**src/rtl/nco_enable_bank.sv**
```systemverilog
// Multi-channel phase-accumulator NCO that emits single-cycle clock-enable strobes.
// Each channel supports continuous or counted-burst operation with live increment retuning.
module nco_enable_bank #(
  parameter int                   ACC_WIDTH   = 20,
  parameter int                   CHANNELS    = 4,
  parameter int                   COUNT_WIDTH = 16,
  parameter logic [ACC_WIDTH-1:0] INIT_INC    = {ACC_WIDTH{1'b0}},
  localparam int                  CH_BITS     = (CHANNELS > 1) ? $clog2(CHANNELS) : 1
) (
  input  logic                          clk,
  input  logic                          reset,
  input  logic                          cfg_we,
  input  logic [CH_BITS-1:0]            cfg_ch,
  input  logic [ACC_WIDTH-1:0]          cfg_inc,
  input  logic [COUNT_WIDTH-1:0]        cfg_len,
  input  logic [CHANNELS-1:0]           start,
  input  logic [CHANNELS-1:0]           stop,
  output logic [CHANNELS-1:0]           enable,
  output logic [CHANNELS-1:0]           done,
  output logic [CHANNELS*ACC_WIDTH-1:0] phase
);

  typedef enum logic [1:0] {
    ST_IDLE = 2'd0,
    ST_RUN  = 2'd1,
    ST_DONE = 2'd2
  } state_t;

  logic [ACC_WIDTH-1:0]   inc_r   [CHANNELS];
  logic [COUNT_WIDTH-1:0] len_r   [CHANNELS];
  logic [ACC_WIDTH-1:0]   acc_r   [CHANNELS];
  logic [COUNT_WIDTH-1:0] rem_r   [CHANNELS];
  state_t                 state_r [CHANNELS];
  logic [CHANNELS-1:0]    enable_r;
  logic [CHANNELS-1:0]    done_r;

  logic [ACC_WIDTH:0]     sum_s   [CHANNELS];
  logic [CHANNELS-1:0]    sel_s;

  // Per-channel accumulator sum with carry, and config-write channel decode.
  always_comb begin
    for (int c = 0; c < CHANNELS; c++) begin
      sum_s[c] = {1'b0, acc_r[c]} + {1'b0, inc_r[c]};
      sel_s[c] = cfg_we && (cfg_ch == CH_BITS'(c));
    end
  end

  // Channel state machines: config registers, accumulators, burst counters and strobes.
  always_ff @(posedge clk) begin
    for (int c = 0; c < CHANNELS; c++) begin
      if (reset) begin
        inc_r[c]    <= INIT_INC;
        len_r[c]    <= {COUNT_WIDTH{1'b0}};
        acc_r[c]    <= {ACC_WIDTH{1'b0}};
        rem_r[c]    <= {COUNT_WIDTH{1'b0}};
        state_r[c]  <= ST_IDLE;
        enable_r[c] <= 1'b0;
        done_r[c]   <= 1'b0;
      end else begin
        if (sel_s[c]) begin
          inc_r[c] <= cfg_inc;
          len_r[c] <= cfg_len;
        end
        if (stop[c]) begin
          state_r[c]  <= ST_IDLE;
          acc_r[c]    <= {ACC_WIDTH{1'b0}};
          enable_r[c] <= 1'b0;
          done_r[c]   <= 1'b0;
        end else if (start[c]) begin
          // len_r is read before any same-cycle write lands, so a restart keeps the old length.
          state_r[c]  <= ST_RUN;
          acc_r[c]    <= {ACC_WIDTH{1'b0}};
          rem_r[c]    <= len_r[c];
          enable_r[c] <= 1'b0;
          done_r[c]   <= 1'b0;
        end else begin
          case (state_r[c])
            ST_RUN: begin
              acc_r[c]    <= sum_s[c][ACC_WIDTH-1:0];
              enable_r[c] <= sum_s[c][ACC_WIDTH];
              // A latched remaining of zero means continuous mode.
              if (sum_s[c][ACC_WIDTH] && (rem_r[c] != {COUNT_WIDTH{1'b0}})) begin
                rem_r[c] <= rem_r[c] - COUNT_WIDTH'(1'b1);
                if (rem_r[c] == COUNT_WIDTH'(1'b1)) begin
                  state_r[c] <= ST_DONE;
                  done_r[c]  <= 1'b1;
                end
              end
            end
            ST_DONE: begin
              enable_r[c] <= 1'b0;
              done_r[c]   <= 1'b1;
            end
            ST_IDLE: begin
              acc_r[c]    <= {ACC_WIDTH{1'b0}};
              enable_r[c] <= 1'b0;
              done_r[c]   <= 1'b0;
            end
            default: begin
              state_r[c]  <= ST_IDLE;
              acc_r[c]    <= {ACC_WIDTH{1'b0}};
              enable_r[c] <= 1'b0;
              done_r[c]   <= 1'b0;
            end
          endcase
        end
      end
    end
  end

  assign enable = enable_r;
  assign done   = done_r;

  for (genvar g = 0; g < CHANNELS; g++) begin : g_phase
    assign phase[g*ACC_WIDTH +: ACC_WIDTH] = acc_r[g];
  end

endmodule

```
**config.mk**
```make
export PLATFORM = sky130hd
export DESIGN_NAME = nco_enable_bank
export DESIGN_NICKNAME = d
export VERILOG_FILES = /design/src/rtl/nco_enable_bank.sv
export SDC_FILE = /design/constraint.sdc
export NUM_CORES = 1
export LEC_CHECK = 0
export CAP_MARGIN = 20
export CORE_MARGIN = 8
export CORE_UTILIZATION = 55
export CTS_BUF_LIST = sky130_fd_sc_hd__clkbuf_4
export DETAILED_ROUTE_END_ITERATION = 16
export PLACE_DENSITY = 0.79
export SLEW_MARGIN = 20
export SYNTH_ARGS = -nofsm -noshare
export SYNTH_HDL_FRONTEND = slang
export SYNTH_SLANG_ARGS = --single-unit
```
**constraint.sdc**
```tcl
create_clock -name clk -period 3.8 [get_ports clk]
set_input_delay 1.14 -clock clk [delete_from_list [all_inputs] [get_ports clk]]
set_output_delay 1.14 -clock clk [all_outputs]
set_load 0.05 [all_outputs]
```
# Word level (Yosys, flattened, before mapping)
# Memory sizes are Yosys's and may differ from the RTL's.
# Index checks and enable logic that the tools add are counted.
# W data, S select, Z words.
[word_totals]
reg_bits = 8
word_cells = 351
n_memories = 5
mem_bits_ro = 0
ram_bits = 296
latch_bits = 0
[classes]
bitwise = 56
div_mod_pow = 0
muxes = 218
addsub = 8
n_reduce_logical = 33
n_mul = 0
n_shift = 0
n_eq_ne = 23
n_lt_le_gt_ge = 0
[mem_list]
columns = ["memory", "depth", "width", "read_ports", "rd_clocked_by_memory_dff", "write_ports", "line_no", "rtl"]
rows = [
  ["acc_r", 4, 20, 4, 0, 4, "31", "logic [ACC_WIDTH-1:0] acc_r [CHANNELS];"],
  ["inc_r", 4, 20, 4, 0, 4, "29", "logic [ACC_WIDTH-1:0] inc_r [CHANNELS];"],
  ["len_r", 4, 16, 4, 0, 4, "30", "logic [COUNT_WIDTH-1:0] len_r [CHANNELS];"],
  ["rem_r", 4, 16, 4, 0, 4, "32", "logic [COUNT_WIDTH-1:0] rem_r [CHANNELS];"],
  ["state_r", 4, 2, 4, 0, 4, "33", "state_t state_r [CHANNELS];"],
]
[ops]
columns = ["cell", "count"]
rows = [
  ["$mux W20", 24],
  ["$mux W16", 12],
  ["$mux W1", 162],
  ["$add A20 B20 Y21", 4],
  ["$eq A16 B1 Y1 const B", 4],
  ["$reduce_bool A16 Y1", 4],
  ["$sub A16 B1 Y16 const B", 4],
  ["$or A1 B1 Y1", 52],
  ["$mux W2", 16],
  ["$reduce_or A3 Y1", 8],
  ["$ne A2 B2 Y1 const B", 8],
  ["$reduce_or A4 Y1", 4],
  ["$eq A2 B2 Y1 const B", 6],
  ["$eq A2 B1 Y1 const B", 5],
  ["$logic_not A2 Y1", 5],
  ["$logic_and A1 B1 Y1", 8],
  ["$pmux W1 S2", 4],
  ["$reduce_and A2 Y1", 4],
  ["$not A1 Y1", 4],
]

# Depth between registers and ports, before layout
[depth]
depth_word = 10
ltp_mapped = 11

# Worst setup path after synthesis
# Ideal clock, no wire load.
[synth_timing]
path_kind = "flip-flop to flip-flop"
startpoint = "memory acc_r[0][0]"
endpoint = "memory rem_r[0][0] (enable)"
synth_period_minus_slack_ns = 4.108
path_buffers = 0
t_required_ns = 3.385
setup_ns = 0.415
arrival_ns = 3.693
path_stages_with_launch = 11
setup_slack_ns = -0.308
path_cell_list = "edfxtp_1 > ha_1 > inv_1 > fa_1 > nand2b_1 > a21o_1 > a21oi_1 > nor3_1 > o21ai_0 > nand2_1 > o31ai_1"
[synth_rtl]
columns = ["element", "line_no"]
rows = [
  ["from (decl)", "31"],
  ["to (decl)", "32"],
]

==> results.txt <==
Largest net degree at the start of global routing -> 37
Die area -> 35750 µm²
Most common cell in the netlist -> edfxtp_1
Total Routing Usage GR -> 21.90%
Critical path cell sequence -> ha_1, inv_1, fa_1, nor2b_1, o31a_1, o21ai_0, a31oi_1, o211ai_1, a41o_1, nand2_1, buf_4
Slew of the pin with the lowest slew margin -> 0.8100 ns
Post-CTS setup buffers -> 0
Die height -> 189.1 µm
Critical path endpoint category -> flop
R2r endpoint -> rem_r[1][1]$_DFFE_PP_
DR pass1 iterations -> 5
Unique masters post-synth -> 59
Number of global-route vias before repair -> 12153
DP HPWL -> 28350 µm
Crit path from -> acc_r[1][0]$_SDFFCE_PP0P_
CTS max path bufs -> 3
WL final -> 39500 µm
Final hold violation count -> 0
Power Density -> 393.2 nW/µm²
Max transition margin -> 46.00%
CTS Hold Bufs -> 0
Mapped cell area -> 16470 µm²
Share of layout cells above drive strength 1 -> 9.562%
First-pass GRT wire length -> 62330 µm
EDFF count, synth -> 296
Max rail drop VDD -> 0.0002130 V
R2R Path Start -> acc_r[1][0]$_SDFFCE_PP0P_
Critical Path RT -> 4.14 ns
Area delta synth->final -> 18.15%
Post-CTS sizing -> 0
Final ANT Viol Nets -> 0
Fmax -> 0.2837 GHz
Yosys reg bits -> 304
Clk slew on worst S/H paths -> 0.07 ns
Status -> completed
CP Max Fanout -> 17
DRC -> 0
Cell Rows -> 63
Placer Congestion -> 0.9210
Clock Skew -> 0.05432 ns
Lkg Pwr -> 7.541 nW
Syn_area_per_cell -> 11.21 µm²
Initial DRC count -> 964
Worst-Skew Late Latency -> 0.69 ns
Initial core utilization -> 55.73%
Sequential fraction of the synthesis area -> 54.93%
Core ar. -> 29560 µm²
Cell type with the highest aggregate area in the netlist -> edfxtp_1
Critical Path End -> rem_r[1][1]$_DFFE_PP_
CP Class -> reg -> reg
Final #Nets -> 1834
Register area -> 9049 µm²
Multi-input logic area -> 7187 µm²
Final min period -> 3.525 ns
Max-slew violations -> 0
Setup crit start kind -> flop
Fill cells -> 2213
Initial antenna violation count -> 8
CTS Root Cell -> clkbuf_4
Commonest cells post-synth -> edfxtp_1 (296), and2_1 (149), nor2_1 (129)
Worst Path Arrival -> 3.86 ns
Crit path largest cell delay -> 0.43 ns
Synth Net Count -> 1627
CTS tree -> yes
R2R setup slack -> 0.27 ns
Cell depth of the worst flop-to-flop path -> 11
DR vias/cell -> 5.693
PortBufs -> 136
Final period util -> 92.77%
Tightest hold margin -> 0.5151 ns
Synth top area share -> 53.96%
Ys Warns -> 0
MaxCap Viol Count -> 0
Post-Syn Instances -> 1470
Die Wd -> 189.1 µm
Final Setup Violations -> 0
H-tree depth -> 3
Routed len/inst -> 18.56 µm
Hold wc startpoint -> len_r[0][15]$_SDFFCE_PN0P_
Clock tree sinks -> 304
RSZ-0062 raised after global routing -> no
Via count -> 12115
CP max-delay cell -> a41o_1
GR Overflow Total -> 0
Top cells by area, synth -> edfxtp_1 (54%), ha_1 (7.9%), and2_1 (5.7%)
# IOs -> 137
Top FF cell, synth -> edfxtp_1
Setup TNS Final -> 0 ns
CTS buffer count -> 77
Hold WC Path Type -> reg -> reg
Async SR Flop Fraction -> 0%
==> worst max-delay path, delay by kind of cell (launching register included) <==
kind            cells  cell delay, ns
compound gates      5            1.45
fa+ha+maj           2            0.71
simple gates        2            0.35
flops               1            0.36
buf+inv             2            0.34
==> per-layer routing <==
metal  up-vias  part of all wire (%)  global-route usage (%)
met5         -                 0.089                       0
met4         6                   3.2                   8.839
met3        99                   7.1                   4.893
met2       397                    48                   36.65
met1      5784                    42                   27.24
li1       5829                     -                       -
==> final cells by class <==
cell class                 instances  share of cell area [%]
inverter                          46                  0.8872
sequential                       304                   46.49
tap                              390                   2.507
timing repair buffer             160                   8.049
multi-input combinational       1088                   36.93
antenna                            2                 0.02572
clock buffer                     104                   4.012
clock inverter                    34                   1.099
==> worst min path at each step <==
stage / end / cells past startpoint
finish: rem_r[0][15]$_DFFE_PP_ / 2
global route: rem_r[3][3]$_DFFE_PP_ / 2
global placement: rem_r[0][15]$_DFFE_PP_ / 2
detailed placement: done[1]$_SDFFE_PP0P_ / 2
CTS: rem_r[3][5]$_DFFE_PP_ / 2
floorplan: rem_r[0][0]$_DFFE_PP_ / 2
==> per-stage QoR <==
stage / setup slack (ns) / power, mW / utilization, % / instance area (µm²) / instances
2_1_floorplan: 0.1539 / 4.579 / - / 16480 / 1470
3_3_place_gp: 0.2460 / 4.867 / 62.46 / 18460 / 1988
3_5_place_dp: 0.1352 / 4.893 / 62.46 / 18460 / 1988
4_1_cts: 0.3093 / 7.717 / 65.82 / 19460 / 2126
5_1_grt: 0.1361 / 7.983 / 65.84 / 19460 / 2128
6_report: 0.2747 / 7.652 / 65.84 / 19460 / 2128
==> state kept, by name, summed over array words and instances (netlist names) <==
name and flops:
len_r 64, done 4, enable 4, state_r 8, rem_r 64, inc_r 80
acc_r 80
==> placed cells by master (no fill, tap or decap), drive strengths merged, types with 5 or more instances in the layout <==
cell           Yosys  final
a211oi            20     20
a21o              26     26
a21oi             62     62
a31o               5      5
a31oi             16     16
and2             149    149
and3              14     14
buf                1     24
clkbuf            31    104
clkdlybuf4s50      0    136
clkinv             0     29
dfxtp              8      8
edfxtp           296    296
ha               104    104
inv               46     48
nand2            128    128
nand2b            19     19
nand3             20     20
nand4              9      9
nor2             129    129
nor2b              9      9
nor3              42     42
nor3b             11     11
nor4              16     16
o211ai            14     14
o21a               8      8
o21ai            100    100
o21bai             7      7
o31ai              5      5
or3                9      9
xnor2             65     65
xor2              48     48
==> kinds of logic (layout without fill, tap and decap cells) <==
family	Yosys count	in the layout	share of synthesized area, %
other cells	0	2	0
mux	3	3	0.1823
fa+ha+maj	108	108	8.385
buf+inv	78	344	1.785
compound gates	288	288	10.82
simple gates	576	576	17.89
flops	304	304	54.93
xor+xnor	113	113	6.008
==> power by group <==
| part | internal [mW] | switching, mW |
|---|---|---|
| Sequential | 3.87 | 0.108 |
| Clock | 1.49 | 1.33 |
| Combinational | 0.334 | 0.527 |
(Power assumes the default switching activity.)
